File: config.mk
export PLATFORM = sky130hd
export DESIGN_NAME = cdb_arbiter
export DESIGN_NICKNAME = d
export VERILOG_FILES = /design/src/rtl/cdb_arbiter.sv
export SDC_FILE = /design/constraint.sdc
export NUM_CORES = 1
export LEC_CHECK = 0
export CORE_MARGIN = 2
export CORE_UTILIZATION = 48
export DETAILED_ROUTE_END_ITERATION = 6
export DONT_BUFFER_PORTS = 1
export PLACE_DENSITY = 0.64
export SYNTH_ARGS = -nofsm -noshare
export SYNTH_HDL_FRONTEND = slang
export SYNTH_SLANG_ARGS = --single-unit
File: constraint.sdc
create_clock -name clk -period 12.6 [get_ports clk]
set_input_delay 3.15 -clock clk [delete_from_list [all_inputs] [get_ports clk]]
set_output_delay 3.15 -clock clk [all_outputs]
set_load 0.005 [all_outputs]
File: src/rtl/cdb_arbiter.sv
// rtl/cdb_arbiter.sv - round-robin common data bus arbiter for ALU/MEM/BR results
// Holds one result per FU and broadcasts at most one per cycle, squashing younger results on flush.
package cdb_pkg;
  parameter int XLEN   = 32;
  parameter int PREG_W = 7;
  parameter int TAG_W  = 5;

  typedef struct packed {
    logic              fu_alu_ready;
    logic [PREG_W-1:0] p_alu;
    logic              fu_alu_done;
    logic [TAG_W-1:0]  rob_fu_alu;
    logic [XLEN-1:0]   data;
  } alu_data;

  typedef struct packed {
    logic              fu_mem_ready;
    logic [PREG_W-1:0] p_mem;
    logic              fu_mem_done;
    logic [TAG_W-1:0]  rob_fu_mem;
    logic [XLEN-1:0]   data;
  } mem_data;

  typedef struct packed {
    logic              fu_b_ready;
    logic              br_taken;
    logic [PREG_W-1:0] p_b;
    logic              fu_b_done;
    logic [TAG_W-1:0]  rob_fu_b;
    logic [XLEN-1:0]   data;
  } b_data;
endpackage

module cdb_arbiter
  import cdb_pkg::*;
(
  input  logic              clk,
  input  logic              reset,
  input  alu_data           alu_in,
  input  mem_data           mem_in,
  input  b_data             br_in,
  output logic              alu_ready,
  output logic              mem_ready,
  output logic              br_ready,
  input  logic              flush,
  input  logic [TAG_W-1:0]  flush_tag,
  input  logic [TAG_W-1:0]  rob_head,
  output logic              cdb_valid,
  output logic              cdb_we,
  output logic [PREG_W-1:0] cdb_preg,
  output logic [XLEN-1:0]   cdb_data,
  output logic [TAG_W-1:0]  cdb_rob_tag,
  output logic [1:0]        cdb_src
);

  localparam int N = 3;

  logic [N-1:0]      in_done;
  logic [PREG_W-1:0] in_preg [N];
  logic [TAG_W-1:0]  in_tag  [N];
  logic [XLEN-1:0]   in_data [N];

  logic [N-1:0]      buf_valid;
  logic [PREG_W-1:0] buf_preg [N];
  logic [TAG_W-1:0]  buf_tag  [N];
  logic [XLEN-1:0]   buf_data [N];

  logic [1:0]   last_src;
  logic [1:0]   order [N];
  logic [N-1:0] squash_buf;
  logic [N-1:0] keep_in;
  logic [N-1:0] eligible;
  logic [N-1:0] grant;
  logic [N-1:0] ready;
  logic [N-1:0] accept;
  logic [1:0]   grant_idx;
  logic         grant_any;
  logic         unused_fields;

  // Ages are measured as distance from the ROB head so wrapped tags compare correctly.
  function automatic logic is_younger(input logic [TAG_W-1:0] t,
                                      input logic [TAG_W-1:0] head,
                                      input logic [TAG_W-1:0] ref_tag);
    logic [TAG_W-1:0] d_t;
    logic [TAG_W-1:0] d_ref;
    d_t   = t - head;
    d_ref = ref_tag - head;
    return d_t > d_ref;
  endfunction

  assign unused_fields = ^{alu_in.fu_alu_ready, mem_in.fu_mem_ready,
                           br_in.fu_b_ready, br_in.br_taken};

  always_comb begin
    in_done    = {br_in.fu_b_done, mem_in.fu_mem_done, alu_in.fu_alu_done};
    in_preg[0] = alu_in.p_alu;
    in_preg[1] = mem_in.p_mem;
    in_preg[2] = br_in.p_b;
    in_tag[0]  = alu_in.rob_fu_alu;
    in_tag[1]  = mem_in.rob_fu_mem;
    in_tag[2]  = br_in.rob_fu_b;
    in_data[0] = alu_in.data;
    in_data[1] = mem_in.data;
    in_data[2] = br_in.data;
  end

  always_comb begin
    squash_buf = '0;
    keep_in    = '1;
    for (int i = 0; i < N; i++) begin
      squash_buf[i] = flush && is_younger(buf_tag[i], rob_head, flush_tag);
      keep_in[i]    = !(flush && is_younger(in_tag[i], rob_head, flush_tag));
    end
    eligible = buf_valid & ~squash_buf;
  end

  // Round-robin walks downward from the last granted source: BR -> MEM -> ALU -> BR.
  always_comb begin
    case (last_src)
      2'd1:    begin order[0] = 2'd0; order[1] = 2'd2; order[2] = 2'd1; end
      2'd2:    begin order[0] = 2'd1; order[1] = 2'd0; order[2] = 2'd2; end
      default: begin order[0] = 2'd2; order[1] = 2'd1; order[2] = 2'd0; end
    endcase
  end

  always_comb begin
    grant_idx = 2'd0;
    grant_any = 1'b0;
    for (int k = N - 1; k >= 0; k--) begin
      if (eligible[order[k]]) begin
        grant_idx = order[k];
        grant_any = 1'b1;
      end
    end
    grant = grant_any ? (3'b001 << grant_idx) : 3'b000;
  end

  assign ready     = ~buf_valid | grant;
  assign accept    = in_done & ready;
  assign alu_ready = ready[0];
  assign mem_ready = ready[1];
  assign br_ready  = ready[2];

  always_ff @(posedge clk) begin
    if (reset) begin
      buf_valid   <= '0;
      last_src    <= 2'd0;
      cdb_valid   <= 1'b0;
      cdb_we      <= 1'b0;
      cdb_preg    <= '0;
      cdb_data    <= '0;
      cdb_rob_tag <= '0;
      cdb_src     <= 2'd0;
      for (int i = 0; i < N; i++) begin
        buf_preg[i] <= '0;
        buf_tag[i]  <= '0;
        buf_data[i] <= '0;
      end
    end else begin
      for (int i = 0; i < N; i++) begin
        // An accepted younger result is consumed from the FU but never stored.
        if (accept[i]) begin
          buf_valid[i] <= keep_in[i];
          buf_preg[i]  <= in_preg[i];
          buf_tag[i]   <= in_tag[i];
          buf_data[i]  <= in_data[i];
        end else if (grant[i] || squash_buf[i]) begin
          buf_valid[i] <= 1'b0;
        end
      end

      cdb_valid <= grant_any;
      cdb_we    <= grant_any && (buf_preg[grant_idx] != '0);
      if (grant_any) begin
        cdb_preg    <= buf_preg[grant_idx];
        cdb_data    <= buf_data[grant_idx];
        cdb_rob_tag <= buf_tag[grant_idx];
        cdb_src     <= grant_idx;
        last_src    <= grant_idx;
      end
    end
  end

endmodule

# ---- Word-level counts from Yosys, hierarchy flattened
# Memory sizes are Yosys's and may differ from the RTL's. A register that Yosys moved wholly into a read port is not among the register bits.
# Cells that the tools add are included.
dict set report totals {
  mem_bits_ro 0
  memories 3
  out_inout_bits 51
  inputBits 152
  regBits 14
  ramBits 132
  wordCells 100
  latchBits 0
}
# name words word_bits rd rd_ports_with_merged_regs write_ports line
set memory_table {}
lappend memory_table {buf_data 3 32 1 1 3 66} ;# logic [XLEN-1:0] buf_data [N];
lappend memory_table {buf_preg 3 7 1 0 3 64} ;# logic [PREG_W-1:0] buf_preg [N];
lappend memory_table {buf_tag 3 5 4 1 3 65} ;# logic [TAG_W-1:0] buf_tag [N];
dict set report op_classes {
  n_mux 40
  mul 0
  div_mod_pow 0
  shifts 1
  n_reduce_logical 17
  add_sub_neg 7
  n_lt_le_gt_ge 9
  bitwise_logic 14
  eq_ne 2
}
# op count
set ops {}
lappend ops {{2-to-1 mux 32 bit} 3}
lappend ops {{subtractor 5 bit} 7}
lappend ops {{greater-than comparator 5 bit} 6}
lappend ops {{2-to-1 mux 1 bit} 23}
lappend ops {{2-to-1 mux 7 bit} 3}
lappend ops {{2-to-1 mux 5 bit} 3}
lappend ops {{one-hot mux 6 bit (2 select lines)} 1}
lappend ops {{< comparator 2 x 3 -> 1 bit (second input constant)} 3}
lappend ops {{bitwise OR 1 bit} 9}
lappend ops {{logical AND 1 bit} 7}
lappend ops {{nonzero test 7 bit} 1}
lappend ops {{AND 3 bit} 2}
lappend ops {{binary-select mux 1 bit (select 2 bit)} 3}
lappend ops {{2-to-1 mux 2 bit} 3}
lappend ops {{NOT 3 bit} 2}
lappend ops {{nonzero test 2 bit} 3}
lappend ops {{zero test 1 bit} 3}
lappend ops {{logical OR 1 bit} 3}
lappend ops {{2-to-1 mux 3 bit} 1}
lappend ops {{bitwise OR 3 bit} 1}
lappend ops {{left shift 1 x 2 -> 3 bit (first input constant)} 1}
lappend ops {{== test 2 x 1 -> 1 bit (second input constant)} 1}
lappend ops {{== test 2 bit (second input constant)} 1}

# ---- Depth between registers and ports, before layout
dict set report depth {
  depth_word 18
  ltp_mapped 20
  mapped_depth_nobuf 16
}

# ---- Worst setup path after synthesis
# Ideal clock, no wire load.
dict set report synth_path {
  kind {input -> output}
  from {input flush_tag[0]}
  to {output alu_ready}
  slack_ns 2.893
  t_arrival_ns 6.557
  required_ns 9.450
  path_buffers 4
  cell_stages 17
  path_cell_list {clkbuf_1 inv_1 ha_1 inv_1 fa_1 inv_1 ha_1 a21o_1 a21o_1 maj3_1 a211oi_2 nor2_1 a21oi_1 buf_2 buf_2 buf_2 o21ai_0}
}
dict set report synth_between {
  elab_chain_cells 13
  word_cells_on_any_way 24
  classes_between {add/sub (1); order compare (3); shift (1); mux (13); bitwise (3); reduce/logical (3)}
}
# item line
set synth_rtl {}
lappend synth_rtl {{start: declaration} 46} ;# input logic [TAG_W-1:0] flush_tag,
lappend synth_rtl {{subtractor 5 bit (*)} 87} ;# d_ref = ref_tag - head;
lappend synth_rtl {{greater-than comparator 5 bit} 88} ;# return d_t > d_ref;
lappend synth_rtl {{logical AND 1 bit} 111} ;# squash_buf[i] = flush && is_younger(buf_tag[i], rob_head, flush_tag);
lappend synth_rtl {{NOT 3 bit (*)} 114} ;# eligible = buf_valid & ~squash_buf;
lappend synth_rtl {{AND 3 bit (*)} 114}
lappend synth_rtl {{binary-select mux 1 bit (select 2 bit)} 130} ;# if (eligible[order[k]]) begin
lappend synth_rtl {{2-to-1 mux 1 bit (not written as such)} 130}
lappend synth_rtl {{2-to-1 mux 2 bit (3 in series)} 130}
lappend synth_rtl {{left shift 1 x 2 -> 3 bit} 135} ;# grant = grant_any ? (3'b001 << grant_idx) : 3'b000;
lappend synth_rtl {{2-to-1 mux 3 bit (*)} 135}
lappend synth_rtl {{bitwise OR 3 bit (*)} 138} ;# assign ready = ~buf_valid | grant;
lappend synth_rtl {{end: declaration} 42} ;# output logic alu_ready,
# Every way passes the cells marked *; elsewhere a longest branch is shown, timed or not. The select of a mux whose other input is x is not followed.

# ---- Final worst setup path
dict set report layout_path {
  from {input rob_head[1]}
  to {output alu_ready}
}
dict set report layout_between {
  elab_chain_cells 13
  word_cells_on_any_way 27
  classes_between {add/sub (4); order compare (3); shift (1); mux (13); bitwise (3); reduce/logical (3)}
}
# item line
set layout_rtl {}
lappend layout_rtl {{start: declaration} 47} ;# input logic [TAG_W-1:0] rob_head,
lappend layout_rtl {{subtractor 5 bit (on tied branches)} {86, 87}}
lappend layout_rtl {{greater-than comparator 5 bit} 88}
lappend layout_rtl {{logical AND 1 bit} 111}
lappend layout_rtl {{NOT 3 bit (*)} 114}
lappend layout_rtl {{AND 3 bit (*)} 114}
lappend layout_rtl {{binary-select mux 1 bit (select 2 bit)} 130}
lappend layout_rtl {{2-to-1 mux 1 bit (not written as such)} 130}
lappend layout_rtl {{2-to-1 mux 2 bit (3 in series)} 130}
lappend layout_rtl {{left shift 1 x 2 -> 3 bit} 135}
lappend layout_rtl {{2-to-1 mux 3 bit (*)} 135}
lappend layout_rtl {{bitwise OR 3 bit (*)} 138}
# Marked as above.

==> report_table.html <==
<table>
<tr><th>Metric</th><th>Value</th></tr>
<tr><th colspan="2">Run status</th></tr>
<tr><td>Status</td><td>finished clean</td></tr>
<tr><th colspan="2">GRT</th></tr>
<tr><td>First-pass GRT wire length</td><td>32930 um</td></tr>
<tr><td>Vias in the first global route</td><td>6004</td></tr>
<tr><td>Tot GR Track Use</td><td>between 20% and 30%</td></tr>
<tr><td>Maximum number of pins on one net before global-route repair</td><td>94</td></tr>
<tr><td>Overflow left after global routing</td><td>0</td></tr>
<tr><td>Initial antenna violation count</td><td>5</td></tr>
<tr><th colspan="2">STA</th></tr>
<tr><td>Number of hold violations in the final report</td><td>0</td></tr>
<tr><td>Slew Viols, Final</td><td>0</td></tr>
<tr><td># setup viols final</td><td>0</td></tr>
<tr><td>Slew Limit Headroom</td><td>23.14%</td></tr>
<tr><td>Setup repair after global routing missed its margin</td><td>no</td></tr>
<tr><td>Fmax achieved</td><td>95.16 MHz</td></tr>
<tr><td>Fraction of the cycle the final worst path needs</td><td>~83%</td></tr>
<tr><td>Fin Setup TNS</td><td>0 ns</td></tr>
<tr><td>Post-route clock skew</td><td>roughly 0.012 ns</td></tr>
<tr><td>Time the worst path needs with I/O delays and setup</td><td>~11 ns</td></tr>
<tr><td>Measured slew at the worst slew-check pin</td><td>1.149 ns</td></tr>
<tr><th colspan="2">Clocking</th></tr>
<tr><td>Hold-fix buffers, CTS</td><td>0</td></tr>
<tr><td>PostCTS Resize Cnt</td><td>0</td></tr>
<tr><td>Buffer count from post-CTS setup fixing</td><td>0</td></tr>
<tr><td>CTS Root Buffer Type</td><td>sky130_fd_sc_hd__clkbuf_16</td></tr>
<tr><td>Total number of clock tree sinks</td><td>183</td></tr>
<tr><td>H-tree depth</td><td>4</td></tr>
<tr><td>Clock slew at reported path FFs</td><td>about 0.07 ns</td></tr>
<tr><td>Number of buffers on the longest clock path</td><td>2</td></tr>
<tr><td>Skew-Pair Late Insertion Delay</td><td>0.43 ns</td></tr>
<tr><td>TritonCTS clock tree</td><td>built</td></tr>
<tr><td>CTS buffer count</td><td>17</td></tr>
<tr><th colspan="2">Setup path</th></tr>
<tr><td>Cell type group with the largest total delay on the critical path</td><td>compound AO/OA/AOI/OAI gates</td></tr>
<tr><td>CP Capture Type</td><td>primary output</td></tr>
<tr><td>Maximum single-stage delay on the critical path</td><td>about 0.7 ns</td></tr>
<tr><td>Start-to-end type of the worst setup path</td><td>in2out</td></tr>
<tr><td>Standard cell with the maximum stage delay on the critical path</td><td>sky130_fd_sc_hd__xnor2_1</td></tr>
<tr><td>Worst endpoint data arrival time</td><td>7.36 ns</td></tr>
<tr><td>Highest fanout seen on the critical path</td><td>14</td></tr>
<tr><td>CP bufs+invs</td><td>1</td></tr>
<tr><td>Crit-path cells</td><td>inv_1 -&gt; fa_1 -&gt; xnor2_1 -&gt; ha_1 -&gt; a21o_1 -&gt; maj3_2 -&gt; a211o_1 -&gt; a221o_1 -&gt; nand4_1 -&gt; nand4_1 -&gt; o21ai_0</td></tr>
<tr><td>Critical Path RT</td><td>approximately 9.5 ns</td></tr>
<tr><td>Crit-path most repeated cell</td><td>sky130_fd_sc_hd__nand4_1</td></tr>
<tr><td>Worst Setup Start Kind</td><td>primary input</td></tr>
<tr><th colspan="2">Power and ir drop</th></tr>
<tr><td>Power per unit of standard cell area</td><td>226.8 mW/mm2</td></tr>
<tr><td>Switching power summed over all nets</td><td>between 0.8 and 0.9 mW</td></tr>
<tr><td>Highest ir drop seen on vdd</td><td>0.1234 mV</td></tr>
<tr><td>Combinational group share of total power</td><td>38.3%</td></tr>
<tr><td>Register share of total power</td><td>~39%</td></tr>
<tr><td>Leak</td><td>3.864 nW</td></tr>
<tr><td>Switching power share of the total</td><td>36.71%</td></tr>
<tr><td>Total design power</td><td>2.308 mW</td></tr>
<tr><td>Part of the power in the clock network</td><td>between 20% and 30%</td></tr>
<tr><td>Internal Dissipation</td><td>roughly 1.5 mW</td></tr>
<tr><th colspan="2">Synth</th></tr>
<tr><td>Async S/R FF share, synth</td><td>0%</td></tr>
<tr><td>Top flip-flop cell by instance count after synthesis</td><td>sky130_fd_sc_hd__edfxtp_1</td></tr>
<tr><td>Total of flip-flops plus latches after synthesis</td><td>183</td></tr>
<tr><td>Number of distinct library cell variants in the gate-level netlist after synthesis</td><td>53</td></tr>
<tr><td>Cell types with the highest counts after synthesis</td><td>sky130_fd_sc_hd__edfxtp_1 (132), sky130_fd_sc_hd__and2_1 (131), sky130_fd_sc_hd__a21oi_1 (67), sky130_fd_sc_hd__dfxtp_1 (51), sky130_fd_sc_hd__ha_1 (48)</td></tr>
<tr><td>Biggest area contributors in the synthesized netlist</td><td>sky130_fd_sc_hd__edfxtp_1 (42%), sky130_fd_sc_hd__dfxtp_1 (11%), sky130_fd_sc_hd__and2_1 (8.7%)</td></tr>
<tr><td>Number of warnings printed during yosys synthesis</td><td>0</td></tr>
<tr><td>Syn_nets</td><td>roughly 1.0k</td></tr>
<tr><td>Synthesized instance count</td><td>between 700 and 800</td></tr>
<tr><td>Average cell area after synthesis</td><td>approximately 12 um2</td></tr>
<tr><td>Most common cell in the synthesized netlist</td><td>sky130_fd_sc_hd__edfxtp_1</td></tr>
<tr><td>Fraction of synthesized cell area taken by the top area cell type</td><td>a little over two fifths</td></tr>
<tr><td>Portion of the post-synthesis area used by sequential elements</td><td>52.92%</td></tr>
<tr><td>Number of enable flip-flop cells after synthesis</td><td>around 130</td></tr>
<tr><td>Cell Area, Synth</td><td>~0.0094 mm2</td></tr>
<tr><td>Largest area contributor in the netlist</td><td>sky130_fd_sc_hd__edfxtp_1</td></tr>
<tr><th colspan="2">Route</th></tr>
<tr><td>Average wire per cell in the routed design</td><td>20.33 um</td></tr>
<tr><td>Initial detailed-routing violation count</td><td>between 200 and 300</td></tr>
<tr><td>Vias per std cell</td><td>around 5.6</td></tr>
<tr><td>Detailed-route DRC error count</td><td>0</td></tr>
<tr><td>Routed via count</td><td>just under 6k</td></tr>
<tr><td>Drt pass-1 iters</td><td>4</td></tr>
<tr><td>Detailed Route WL</td><td>~22000 um</td></tr>
<tr><td>Count of nets left with antenna violations after detail routing</td><td>0</td></tr>
<tr><th colspan="2">Floorplanning</th></tr>
<tr><td>Chip Width</td><td>around 140 um</td></tr>
<tr><td>IO Pins</td><td>203</td></tr>
<tr><td>Row cnt</td><td>between 50 and 60</td></tr>
<tr><td>Die outline height</td><td>approximately 140 um</td></tr>
<tr><td>Core Region</td><td>0.01933 mm2</td></tr>
<tr><td>Total die area</td><td>between 0.02 and 0.025 mm2</td></tr>
<tr><td>Initial Util</td><td>between 40% and 50%</td></tr>
<tr><th colspan="2">Cells and area</th></tr>
<tr><td>Layout Nets</td><td>a little under 1k</td></tr>
<tr><td>Area growth from synthesis to layout</td><td>8.050%</td></tr>
<tr><td># fillers</td><td>between 1.5k and 2k</td></tr>
<tr><td>Fraction of final layout cells sized beyond drive strength 1</td><td>roughly 12%</td></tr>
<tr><td>Utilization of the core after routing</td><td>52.64%</td></tr>
<tr><td>Area taken by multi-input logic gates</td><td>0.004095 mm2</td></tr>
<tr><td>Total area of sequential cells</td><td>roughly 0.0050 mm2</td></tr>
<tr><th colspan="2">Min path</th></tr>
<tr><td>Class of the tightest hold or removal check</td><td>reg2reg</td></tr>
<tr><th colspan="2">Placement</th></tr>
<tr><td>Half-perimeter wire length after placement</td><td>~14000 um</td></tr>
<tr><td>Placer congestion estimate</td><td>between 0.8 and 0.9</td></tr>
<tr><td>Count of port buffers added during placement</td><td>0</td></tr>
<tr><th colspan="2">Flow run</th></tr>
<tr><td>Max-cap check violation count</td><td>0</td></tr>
</table>
-- through the flow --
| stage | area, um2 | hold slack [ns] | cells | worst slack [ns] |
|---|---|---|---|---|
| after floorplan | 9419 | 0.4888 | 795 | 2.893 |
| after detailed placement | 9565 | 0.5232 | 1024 | 2.079 |
| after global placement | 9565 | 0.5120 | 1024 | 2.162 |
| after CTS | 10160 | 0.5432 | 1056 | 2.073 |
| after global routing | 10170 | 0.5728 | 1060 | 1.687 |
| final | 10180 | 0.5348 | 1061 | 2.091 |
-- state kept, by name, summed over array words and instances, names as in the netlist --
signal and count:
buf_data 96, cdb_data 32, buf_preg 21, buf_tag 15
cdb_preg 7, cdb_rob_tag 5, buf_valid 3, last_src 2
cdb_valid 1, cdb_we 1
-- final timing paths --
check | startpoint | to | slack (ns) | cells past startpoint
worst max-delay path | rob_head[1] | alu_ready | 2.09 | 11
worst max register to register | buf_tag[0][0] | buf_data[2][5] | 6.44 | 18
worst min register to register | buf_data[2][16] | cdb_data[16] | 0.53 | 2
worst min-delay path | buf_data[2][16] | cdb_data[16] | 0.53 | 2
-- layout by cell type (no fill, tap or decap), types with 4 or more instances in the layout --
master	n
sky130_fd_sc_hd__xnor2_1	27
sky130_fd_sc_hd__inv_8	4
sky130_fd_sc_hd__a2bb2oi_1	6
sky130_fd_sc_hd__edfxtp_1	132
sky130_fd_sc_hd__a22oi_1	36
sky130_fd_sc_hd__and2_1	131
sky130_fd_sc_hd__clkbuf_16	17
sky130_fd_sc_hd__a21o_1	18
sky130_fd_sc_hd__nor2_1	20
sky130_fd_sc_hd__nand4_1	9
sky130_fd_sc_hd__or2_2	36
sky130_fd_sc_hd__o211ai_1	4
sky130_fd_sc_hd__buf_4	9
sky130_fd_sc_hd__ha_1	48
sky130_fd_sc_hd__diode_2	5
sky130_fd_sc_hd__fa_1	7
sky130_fd_sc_hd__mux2i_1	44
sky130_fd_sc_hd__nor4_1	4
sky130_fd_sc_hd__dfxtp_1	51
sky130_fd_sc_hd__xor2_1	13
sky130_fd_sc_hd__a21oi_1	66
sky130_fd_sc_hd__inv_1	23
sky130_fd_sc_hd__o21ai_0	11
sky130_fd_sc_hd__nand2b_1	14
sky130_fd_sc_hd__nand2_1	12
-- worst reg2reg max path, cell delays in order, from the launching register on --
cell                       delay (ns)
sky130_fd_sc_hd__edfxtp_1        0.43
sky130_fd_sc_hd__inv_1           0.08
sky130_fd_sc_hd__ha_1            0.17
sky130_fd_sc_hd__inv_1           0.06
sky130_fd_sc_hd__fa_1            0.40
sky130_fd_sc_hd__a21o_1          0.17
sky130_fd_sc_hd__a21oi_1         0.18
sky130_fd_sc_hd__xnor2_1         0.10
sky130_fd_sc_hd__ha_1            0.32
sky130_fd_sc_hd__nand4_1         0.12
sky130_fd_sc_hd__o32a_1          0.41
sky130_fd_sc_hd__a221o_1         0.35
sky130_fd_sc_hd__nand4_1         0.42
sky130_fd_sc_hd__nand4_1         0.23
sky130_fd_sc_hd__buf_4           0.33
sky130_fd_sc_hd__o2111a_1        0.37
sky130_fd_sc_hd__nor3_4          0.93
sky130_fd_sc_hd__buf_4           0.67
sky130_fd_sc_hd__and2_1          0.30
-- routing by layer --
metal  part of all wire [%]  global-route usage [%]  up-vias  wire [um]
met5                      0                       0        -          0
met2                     50                   36.44      190      10750
met1                     41                   25.18     2865       8739
met4                    1.6                   6.605        0        344
li1                       -                       -     2817          -
met3                    8.0                   6.921       23       1733
-- area by class of cell --
| type | count | area share, % |
|---|---|---|
| clock inverters | 14 | 1.574 |
| well taps | 265 | 3.258 |
| clock buffers | 18 | 4.315 |
| flip-flops and latches | 183 | 48.98 |
| diodes | 5 | 0.1229 |
| inverters | 23 | 0.8483 |
| multi-input cells | 544 | 40.24 |
| repair buffers | 9 | 0.6639 |
-- kinds of logic (layout without fill, tap and decap cells) --
group	after synthesis	in the layout	share of synthesized area [%]
flip-flops	183	183	52.92
XOR/XNOR	41	41	3.892
other	0	5	0
adder cells (fa/ha/maj)	58	58	8.196
buffers and inverters	68	64	3.919
multiplexers	45	45	4.795
AND/OR/NAND/NOR	236	236	14.90
AO/OA/AOI/OAI	164	164	11.37
-- power by group through the flow --
stage | registers [mW] | clock network, mW | logic (mW)
2_1_floorplan | 0.878 | 0 | 0.699
3_3_place_gp | 0.897 | 0 | 0.866
3_5_place_dp | 0.903 | 0 | 0.891
4_1_cts | 0.890 | 0.545 | 0.895
5_1_grt | 0.905 | 0.570 | 0.979
6_report | 0.888 | 0.536 | 0.884
(Power assumes the default switching activity.)
